## config.mk

```make
export PLATFORM = sky130hd
export DESIGN_NAME = seg_scan_mux
export DESIGN_NICKNAME = d
export VERILOG_FILES = /design/src/rtl/seg_scan_pkg.sv /design/src/rtl/seg_hex_decode.sv /design/src/rtl/seg_scan_mux.sv
export SDC_FILE = /design/constraint.sdc
export NUM_CORES = 1
export LEC_CHECK = 0
export CELL_PAD_IN_SITES_DETAIL_PLACEMENT = 2
export CELL_PAD_IN_SITES_GLOBAL_PLACEMENT = 2
export CORE_UTILIZATION = 35
export CTS_CLUSTER_SIZE = 30
export DETAILED_ROUTE_END_ITERATION = 12
export PLACE_DENSITY_LB_ADDON = 0.05
export SYNTH_ARGS = -nofsm -noshare
export SYNTH_HDL_FRONTEND = slang
export SYNTH_SLANG_ARGS = --single-unit
```

## constraint.sdc

```tcl
create_clock -name clk -period 5.3 [get_ports clk]
set_clock_uncertainty 0.1 [all_clocks]
set_input_delay 1.325 -clock clk [delete_from_list [all_inputs] [get_ports clk]]
set_output_delay 1.325 -clock clk [all_outputs]
set_load 0.01 [all_outputs]
```

## src/rtl/seg_scan_pkg.sv

```systemverilog
// Shared constants for the seven-segment scan multiplexer.
// Segment order is {g,f,e,d,c,b,a}. All values here are active-high.
package seg_scan_pkg;

    // All segments dark, internal polarity
    localparam logic [6:0] SEG_OFF = 7'h00;

    // Hex glyph table, entry [n] is the glyph for nibble n (lowercase b and d)
    localparam logic [15:0][6:0] HEX_SEG = {
        7'h71, 7'h79, 7'h5E, 7'h39, 7'h7C, 7'h77, 7'h6F, 7'h7F,
        7'h07, 7'h7D, 7'h6D, 7'h66, 7'h4F, 7'h5B, 7'h06, 7'h3F
    };

    // Slot phase: anti-ghosting blank window, then digit display window
    typedef enum logic {
        SLOT_BLANK = 1'b0,
        SLOT_SHOW  = 1'b1
    } slot_state_e;

    // Glyph lookup
    function automatic logic [6:0] hex_to_seg(input logic [3:0] nib);
        return HEX_SEG[nib];
    endfunction

endpackage

```

## src/rtl/seg_hex_decode.sv

```systemverilog
// Combinational hex nibble to active-high seven-segment glyph.
module seg_hex_decode
    import seg_scan_pkg::*;
(
    input  logic [3:0] nib,
    output logic [6:0] seg_c
);

    // Table lookup
    always_comb begin
        seg_c = hex_to_seg(nib);
    end

endmodule

```

## src/rtl/seg_scan_mux.sv

```systemverilog
// Time-multiplexed seven-segment display scanner.
// Each digit slot lasts TICK_DIV cycles: BLANK_CYCLES dark, then the digit.
// Digit data is snapshotted at the start of every frame so a frame never
// mixes old and new values.
// Optional build macro SEG_SCAN_LZS_EN enables leading-zero suppression.
module seg_scan_mux
    import seg_scan_pkg::*;
#(
    parameter int unsigned NUM_DIGITS   = 8,
    parameter int unsigned TICK_DIV     = 100000,
    parameter int unsigned BLANK_CYCLES = 16,
    parameter int unsigned ACTIVE_LOW   = 1
) (
    input  logic                          clk,
    input  logic                          rst,
    input  logic                          en,
    input  logic [4*NUM_DIGITS-1:0]       data,
    input  logic [NUM_DIGITS-1:0]         dp_in,
    output logic [NUM_DIGITS-1:0]         an,
    output logic [6:0]                    seg,
    output logic                          dp,
    output logic [((NUM_DIGITS > 1) ? $clog2(NUM_DIGITS) : 1)-1:0] digit_idx,
    output logic                          frame_done
);

    localparam int unsigned IDX_W = (NUM_DIGITS > 1) ? $clog2(NUM_DIGITS) : 1;
    localparam int unsigned PSC_W = $clog2(TICK_DIV);

    localparam logic [PSC_W-1:0] PSC_LAST   = PSC_W'(TICK_DIV - 1);
    localparam logic [PSC_W-1:0] BLANK_LAST = PSC_W'(BLANK_CYCLES - 1);
    localparam logic [IDX_W-1:0] IDX_LAST   = IDX_W'(NUM_DIGITS - 1);
    localparam logic             POL        = (ACTIVE_LOW != 0);

    logic [PSC_W-1:0]               psc_q;
    logic                           psc_wrap;
    logic                           last_slot;
    slot_state_e                    state_q;
    slot_state_e                    state_d;
    logic [NUM_DIGITS-1:0][3:0]     snap_q;
    logic [NUM_DIGITS-1:0]          snap_dp_q;
    logic [3:0]                     cur_nib;
    logic [6:0]                     dec_seg;
    logic [NUM_DIGITS-1:0]          keep_c;
    logic [NUM_DIGITS-1:0]          an_c;
    logic [6:0]                     seg_c;
    logic                           dp_c;
    logic                           fd_c;

    assign psc_wrap  = (psc_q == PSC_LAST);
    assign last_slot = (digit_idx == IDX_LAST);

    // Prescaler and slot index; disable parks both at the start of slot 0
    always_ff @(posedge clk) begin
        if (rst || !en) begin
            psc_q     <= '0;
            digit_idx <= '0;
        end else if (psc_wrap) begin
            psc_q     <= '0;
            digit_idx <= last_slot ? '0 : digit_idx + IDX_W'(1);
        end else begin
            psc_q     <= psc_q + PSC_W'(1);
        end
    end

    // Frame snapshot, captured on the first cycle of slot 0
    always_ff @(posedge clk) begin
        if (rst) begin
            snap_q    <= '0;
            snap_dp_q <= '0;
        end else if (en && (psc_q == '0) && (digit_idx == '0)) begin
            snap_q    <= data;
            snap_dp_q <= dp_in;
        end
    end

    // Slot FSM state register
    always_ff @(posedge clk) begin
        if (rst) begin
            state_q <= SLOT_BLANK;
        end else begin
            state_q <= state_d;
        end
    end

    // Slot FSM next state: leave BLANK after the blank window, return on slot wrap
    always_comb begin
        state_d = state_q;
        if (!en) begin
            state_d = SLOT_BLANK;
        end else begin
            case (state_q)
                SLOT_BLANK: if (psc_q == BLANK_LAST) state_d = SLOT_SHOW;
                SLOT_SHOW:  if (psc_wrap)            state_d = SLOT_BLANK;
                default:                             state_d = SLOT_BLANK;
            endcase
        end
    end

    assign cur_nib = snap_q[digit_idx];

    seg_hex_decode u_dec (
        .nib   (cur_nib),
        .seg_c (dec_seg)
    );

`ifdef SEG_SCAN_LZS_EN
    logic nz_above;

    // Digits above the top non-zero nibble stay dark unless their dp is set
    always_comb begin
        nz_above = 1'b0;
        keep_c   = '0;
        for (int i = int'(NUM_DIGITS) - 1; i >= 0; i--) begin
            nz_above  = nz_above | (snap_q[i] != 4'h0);
            keep_c[i] = nz_above | snap_dp_q[i] | (i == 0);
        end
    end
`else
    // Every digit is shown
    assign keep_c = '1;
`endif

    // Output decode from current FSM state, internal active-high polarity
    always_comb begin
        an_c  = '0;
        seg_c = SEG_OFF;
        dp_c  = 1'b0;
        fd_c  = en && psc_wrap && last_slot;
        if (en && (state_q == SLOT_SHOW)) begin
            an_c[digit_idx] = keep_c[digit_idx];
            seg_c           = dec_seg;
            dp_c            = snap_dp_q[digit_idx];
        end
    end

    // Registered pins with board polarity applied
    always_ff @(posedge clk) begin
        if (rst) begin
            an         <= {NUM_DIGITS{POL}};
            seg        <= SEG_OFF ^ {7{POL}};
            dp         <= POL;
            frame_done <= 1'b0;
        end else begin
            an         <= an_c ^ {NUM_DIGITS{POL}};
            seg        <= seg_c ^ {7{POL}};
            dp         <= dp_c ^ POL;
            frame_done <= fd_c;
        end
    end

endmodule

```

Word-level counts from Yosys, hierarchy flattened
Memory sizes are Yosys's and may differ from the RTL's. A register that Yosys moved wholly into a read port is not among the register bits.
Index checks and enable logic that the tools add are counted.
Storage, ports and cells
  register bits: 78
  latch bits: 0
  bits in writable memories: 0
  ROM bits: 120
  output and inout port bits: 20
  memories: 2
Cells by class
  $add $sub $neg: 2
  multiply operators: 0
  div/mod/pow operators: 0
  magnitude comparators: 3
  equal/unequal tests: 3
  shifts and indexed selects: 0
  mux-type cells: 17
  bitwise gates (word level): 6
  reductions and logical operators: 12
Memories
  (name not given): words 16, width 7, read ports 1, clocked after Yosys merged registers in 0, write ports 0, line seg_scan_pkg.sv:22  | return HEX_SEG[nib];
  (name not given): words 8, width 1, read ports 1, clocked after Yosys merged registers in 1, write ports 0, line seg_scan_mux.sv:130  | an_c[digit_idx] = keep_c[digit_idx];
Operators by type and width (count)
  $add 17x1->17 const B: 1
  $eq 17x17->1 const B: 1
  $eq 17x4->1 const B: 1
  $logic_not 17->1: 1
  $mux 7: 2
  $bmux 4 s3: 1
  $mux 3: 3
  $and 8x8->8: 1
  $mux 8: 1
  $not 8->8: 1
  $not 7->7: 1
  $logic_and 1x1->1: 6
  $mux 1: 6
  $lt 4x5->1 const B: 1
  $lt 3x4->1 const B: 1
  $mux 4: 1
  $reduce_or 2->1: 2
  $add 3x1->3 const B: 1
  $bmux 1 s3: 1
  $demux 1 s3: 1
  $eq 3x3->1 const B: 1
  $ge 3x1->1 const B: 1
  $logic_not 3->1: 1
  $not 1->1: 3
  other kinds (3): 3

Logic depth before layout (Yosys ltp)
  depth after elaboration: 7
  depth in mapped cells: 10

By module
A second synthesis with hierarchy kept.
Second synthesis, totals
  cell total of the unflattened synthesis: 404
  area, all modules: 3852.4 sq um
Modules (own cells, without submodules)
  seg_scan_mux: times used 1, cells each 371, area an instance 3562.2 sq um
  seg_hex_decode: times used 1, cells each 33, area an instance 290.3 sq um

Least setup slack after synthesis
OpenSTA, ideal clock, no wires.
  path type: input-to-reg
  start point: input port rst
  end point: register seg[1]
  setup time: 0.145 ns
  data arrival time: 2.429 ns
  data required time: 5.055 ns
  slack: 2.626 ns
  stages on the path: 6
  buffers on the path: 3
  cells stage by stage: clkbuf_1 or2b_2 buf_6 nor2_1 clkbuf_1 o221ai_1
RTL lines
  from (decl): line seg_scan_mux.sv:15  | input logic rst,
  to (signal assigned): line seg_scan_mux.sv:140  | seg <= SEG_OFF ^ {7{POL}};
  to (signal assigned): line seg_scan_mux.sv:145  | seg <= seg_c ^ {7{POL}};
  to (decl): line seg_scan_mux.sv:20  | output logic [6:0] seg,

Worst setup path after layout
  start point: register digit_idx[1] in the netlist's numbering
  end point: output port digit_idx[1] in the netlist's numbering
RTL lines
  from (decl): line seg_scan_mux.sv:22  | output logic [((NUM_DIGITS > 1) ? $clog2(NUM_DIGITS) : 1)-1:0] digit_idx,
  from (signal assigned): line seg_scan_mux.sv:59  | digit_idx <= last_slot ? '0 : digit_idx + IDX_W'(1);
No word-level cell between the ends.

==> impl_metrics.tcl <==
set metrics [dict create \
    outcome "finished clean" \
    fp.dieW_um 101 \
    syn_nets 394 \
    start_kind "flop" \
    die_area_um2 10200 \
    grt_pass1_vias 2718 \
    grt_max_degree 43 \
    detailed_place_hpwl_um 6300 \
    vias 2612 \
    grt_usage_pct 18.0 \
    boundaryPins 63 \
    dp_cells 515 \
    yosys_warnings 0 \
    post_cts_buffers 0 \
    fin_area_um2 4300 \
    ir_worst_vdd_mv 0.138 \
    dpl_cell_area_um2 4110 \
    hold_viol_final 0 \
    cts_buffers 9 \
    clock_latency_ns 0.34 \
    root_buffer "clkbuf_8" \
    yosysSeqAreaShare_pct 45.3 \
    ant_nets 0 \
    r2r_slack_ns 2.11 \
    regArea_um2 1560 \
    cp_num_buf_inv 1 \
    period_needed_ns 3.31 \
    die_y_um 101 \
    synth_area_leaders "dfxtp_1 (45%), mux2i_1 (15%), nor2_1 (7.3%)" \
    synth-edff-count 0 \
    synth.cell_area_um2 3440 \
    drt-total-wl_um 8630 \
    multi_input_area_um2 1700 \
    maxSlewHeadroom_pct 12.8 \
    layout.cells.non_filler 530 \
    routed_via_density 4.93 \
    fill_cells 1029 \
    syn_inst 340 \
    crit_family "flip-flops" \
    cts_max_path_buffers 2 \
    endpoint_kind "output port" \
    critPathMaxFanout 16 \
    rsz0062_at_grt "false" \
    syn_area_per_cell_um2 10.1 \
    diodes 0 \
    antenna_found_initial 0 \
    critical-path-max-stage-delay_ns 0.86 \
    initial_core_util_pct 36.7 \
    routedWlPerCell_um 16.3 \
    async_flop_share_pct 0 \
    cts.sinks 78 \
    crit_type "flop to output port" \
    path_cells "clkdlybuf4s50_1" \
    synth_top_area_share_pct 45.3 \
    maxCapViolations 0 \
    cts_htree_levels 3 \
    finalSetupViolations 0 \
    critPathArrivalTime_ns 1.89 \
    post-route-util_pct 45.9 \
    drc 0 \
    holdWs_ns 0.366 \
    grt_pass1_wl_um 13800 \
    worstPathRequired_ns 3.88 \
    postCtsResizedCells 0 \
    max_slew.worst_pin.slew_ns 1.27 \
    placement.io_buffers 62 \
    fmax_mhz 302 \
    coreArea_um2 9370 \
    fin_crit_sh_pct 62.5 \
    ys_types 38 \
    fin_setup_tns_ns 0 \
    powerDensity_nw_per_um2 274 \
    rows 35 \
    tritoncts "yes" \
    p_leak_uw 0.00165 \
    synth_top_cell_by_area "dfxtp_1" \
    dr.pass1.iters 4 \
    ys_ff_latch 78 \
    cts.clk_slew.worst_paths_ns 0.08 \
    area_growth_pct 24.9 \
    hold_buffers 0 \
    drt-initial-drc-count 73 \
    synth-main-ff-cell "dfxtp_1" \
    grt_overflow 0 \
    drive_gt1_share_pct 8.98 \
    fin_nets 451 \
    routabilityCongestion 0.706 \
    critical-path-slowest-cell "dfxtp_1" \
    hold_class "flop to flop" \
    slew_violations 0 \
]
==> state kept, by name, indices dropped and copies added (netlist names) <==
signal	flops
an	8
digit_idx	3
dp	1
frame_done	1
psc_q	17
seg	7
snap_dp_q	8
snap_q	32
state_q	1
==> power by group <==
| group | total (µW) | internal [µW] | switching (µW) |
|---|---|---|---|
| combinational | 125 | 67.7 | 57.0 |
| clock | 437 | 227 | 211 |
| sequential | 617 | 606 | 10.9 |
| total | 1180 | 901 | 279 |
==> worst paths after layout <==
check | start | to | cells after the start
worst max-delay path | digit_idx[1] | digit_idx[1] | 1
worst min-delay path | psc_q[0] | psc_q[0] | 1
worst max register to register | digit_idx[0] | seg[0] | 6
worst min register to register | psc_q[0] | psc_q[0] | 1
==> cells in the mapped netlist (all sizes together) (4+ instances only) <==
cell type,n
mux4,9
nor4,4
ha,11
xor2,4
nand2,22
inv,12
and3,4
a21oi,6
xnor2,10
nand4,7
clkbuf,8
nor2,67
nor3,4
mux2i,51
nand3,10
dfxtp,78
buf,11
==> through the flow <==
step           setup slack (ns)  power [µW]
2_1_floorplan              2.63         707
3_3_place_gp               1.72         751
3_5_place_dp               1.64         757
4_1_cts                    1.96        1200
5_1_grt                    1.80        1230
6_report                   1.99        1180
==> layout by cell type, fill, tap and decap left out, drive strengths merged, types with 2 or more instances in the layout <==
| cell type | count |
|---|---|
| nand4 | 7 |
| xnor2 | 10 |
| o211ai | 3 |
| nor2 | 67 |
| mux2i | 51 |
| xor2 | 4 |
| buf | 3 |
| nand2b | 3 |
| nor4 | 4 |
| dfxtp | 78 |
| clkinv | 2 |
| clkdlybuf4s50 | 62 |
| o221ai | 3 |
| nor3 | 4 |
| mux4 | 9 |
| ha | 11 |
| clkbuf | 11 |
| or3 | 2 |
| inv | 12 |
| a21oi | 6 |
| o21ai | 2 |
| nand3 | 10 |
| nand2 | 22 |
| and3 | 4 |
==> cell type report <==
cell class | count | share of cell area, %
well taps | 129 | 3.75
repair buffers | 65 | 15.0
multi-input cells | 231 | 39.6
clock inverters | 4 | 1.11
clock buffers | 11 | 3.29
flip-flops and latches | 78 | 36.3
inverters | 12 | 1.05
==> cell families after synthesis <==
logic type      synth area share [%]
buf+inv                         5.23
xor+xnor                        3.56
fa+ha+maj                       4.00
simple gates                    17.8
compound gates                  3.02
flops                           45.3
mux                             21.0
==> routing by layer <==
metal / share of wire, % / global-route usage [%] / vias up
li1: - / - / 1275
met3: 3.4 / 3.66 / 11
met1: 49 / 24.0 / 1275
met2: 46 / 28.7 / 51
met5: 0 / 0 / -
met4: 1.1 / 7.36 / 0
(Power assumes the default switching activity.)
==> RTL change, RTL diff (same settings) <==
Build with the macro `SEG_SCAN_LZS_EN` defined.
--- a/src/rtl/seg_scan_mux.sv
+++ b/src/rtl/seg_scan_mux.sv
@@ -3,6 +3,8 @@
 // Digit data is snapshotted at the start of every frame so a frame never
 // mixes old and new values.
 // Optional build macro SEG_SCAN_LZS_EN enables leading-zero suppression.
+`define SEG_SCAN_LZS_EN
+
 module seg_scan_mux
     import seg_scan_pkg::*;
 #(
Function: same outputs for any inputs over 10 cycles, from zero or initial values and one cycle with rst high; that may be too few to reach the edited logic, so the function may still have changed.
==> RTL change against the unedited design <==
Total power shrank 0.99%. Wire length up 14%. Design area increased by 3.7%. Area after synthesis rose by 4.0%. Die area increased by 3.9%. Sequential cell count stayed put. Core utilization decreased by 0.68 points. Setup slack got worse by 130 ps. Critical endpoint is now digit_idx[0]. Largest cell class unchanged. Highest routed layer unchanged.
==> RTL change: results (changes against the unedited design) <==
metric,value,unit,change
htree_levels,3,,unchanged
yosys-top-cells-count,"dfxtp_1, nor2_1, mux2i_1, nand3_1, nand2_1",,"was dfxtp_1, nor2_1, mux2i_1, nand2_1, inv_1"
routabilityCongestion,0.712,,was 0.706
dp_hpwl,7220,um,was 6300 um
synth.distinct_cells,44,,was 38
slowest_stage,dfxtp_1,,unchanged
via_per_inst,5.20,,was 4.93
antenna_found_initial,0,,unchanged
synth_area_leaders,"dfxtp_1, mux2i_1, nor2_1, ha_1, nand3_1",,"was dfxtp_1, mux2i_1, nor2_1, mux4_2, ha_1"
grt_usage,0.200,,was 0.180
port_buffers,62,,unchanged
cp.arrival,2020,ps,was 1890 ps
synthArstFlopShare,0,,unchanged
synth_compound_area_frac,0.0563,,was 0.0302
antennaDiodeCount,0,,unchanged
grt_max_degree,43,,unchanged
max-slew-margin-rel,0.282,,was 0.128
dp_slack,1510,ps,was 1640 ps
post_dp_cell_area,4290,um^2,was 4110 um^2
syn-num-nets,425,,was 394
postSynthAreaPerCell,9.65,um^2,was 10.1 um^2
ys_dominant_reg_cell,dfxtp_1,,unchanged
synth_xor_area_frac,0.0367,,was 0.0356
stdcell_count,564,,was 530
fillers,1073,,was 1029
avgRoutedWirePerCell,17.4,um,was 16.3 um
slowest_delay,960,ps,was 860 ps
synth_fa_ha_area_frac,0.0384,,was 0.0400
drive_gt1_frac,0.0557,,was 0.0898
status,"complete, no violations",,unchanged
first_pass_iters,4,,unchanged
first_iter_violations,70,,was 73
final_nets,481,,was 451
worstPathMaxFanout,21,,was 16
dp_cells,549,,was 515
power.leakage,1.75,nW,was 1.65 nW
postCtsSetupRepairBufs,0,,unchanged
clk_pin_slew,80,ps,about the same
ir_drop,0.000115,V,was 0.000138 V
synth_mux_area_frac,0.185,,was 0.210
synth-seq-area-share,0.436,,was 0.453
first_global_vias,3063,,was 2718
grt_pass1_wl,15700,um,was 13800 um
hp-class,reg2reg,,unchanged
insertion_delay,370,ps,was 340 ps
RTL change: cells by family after synthesis:
family	Yosys count
XOR/XNOR	15
AND/OR/NAND/NOR	154
AO/OA/AOI/OAI	26
multiplexers	57
buffers and inverters	30
adder cells (fa/ha/maj)	11
flip-flops	78
RTL change: worst paths after layout:
| path | endpoint | start | depth (start not counted) | slack (ps) |
|---|---|---|---|---|
| setup reg to reg | seg[1]$_SDFF_PP1_ | digit_idx[0]$_SDFFE_PP0N_ | 5 | 1970 |
| setup / recovery | digit_idx[0] | digit_idx[0]$_SDFFE_PP0N_ | 1 | 1860 |
| hold reg to reg | psc_q[0]$_SDFF_PP0_ | psc_q[0]$_SDFF_PP0_ | 1 | 410 |
| hold / removal | psc_q[0]$_SDFF_PP0_ | psc_q[0]$_SDFF_PP0_ | 1 | 410 |
RTL change: final cells by class:
class,count,area [um^2],area share
Timing Repair Buffer,65,643,0.144
Sequential cell,78,1560,0.350
Clock inverter,1,5.00,0.00112
Inverter,10,37.5,0.00842
Tap cell,133,166,0.0373
Multi-Input combinational cell,263,1880,0.422
Clock buffer,14,163,0.0365
RTL change: power breakdown:
| group | switching (mW) | internal (mW) |
|---|---|---|
| clock | 0.216 | 0.193 |
| sequential | 0.0191 | 0.606 |
| combinational | 0.0617 | 0.0713 |
RTL change: routing by layer:
| layer | share of wire | GRT usage |
|---|---|---|
| met5 | 0 | 0 |
| met3 | 0.023 | 0.0427 |
| met1 | 0.45 | 0.240 |
| met4 | 0.014 | 0.0715 |
| met2 | 0.51 | 0.353 |
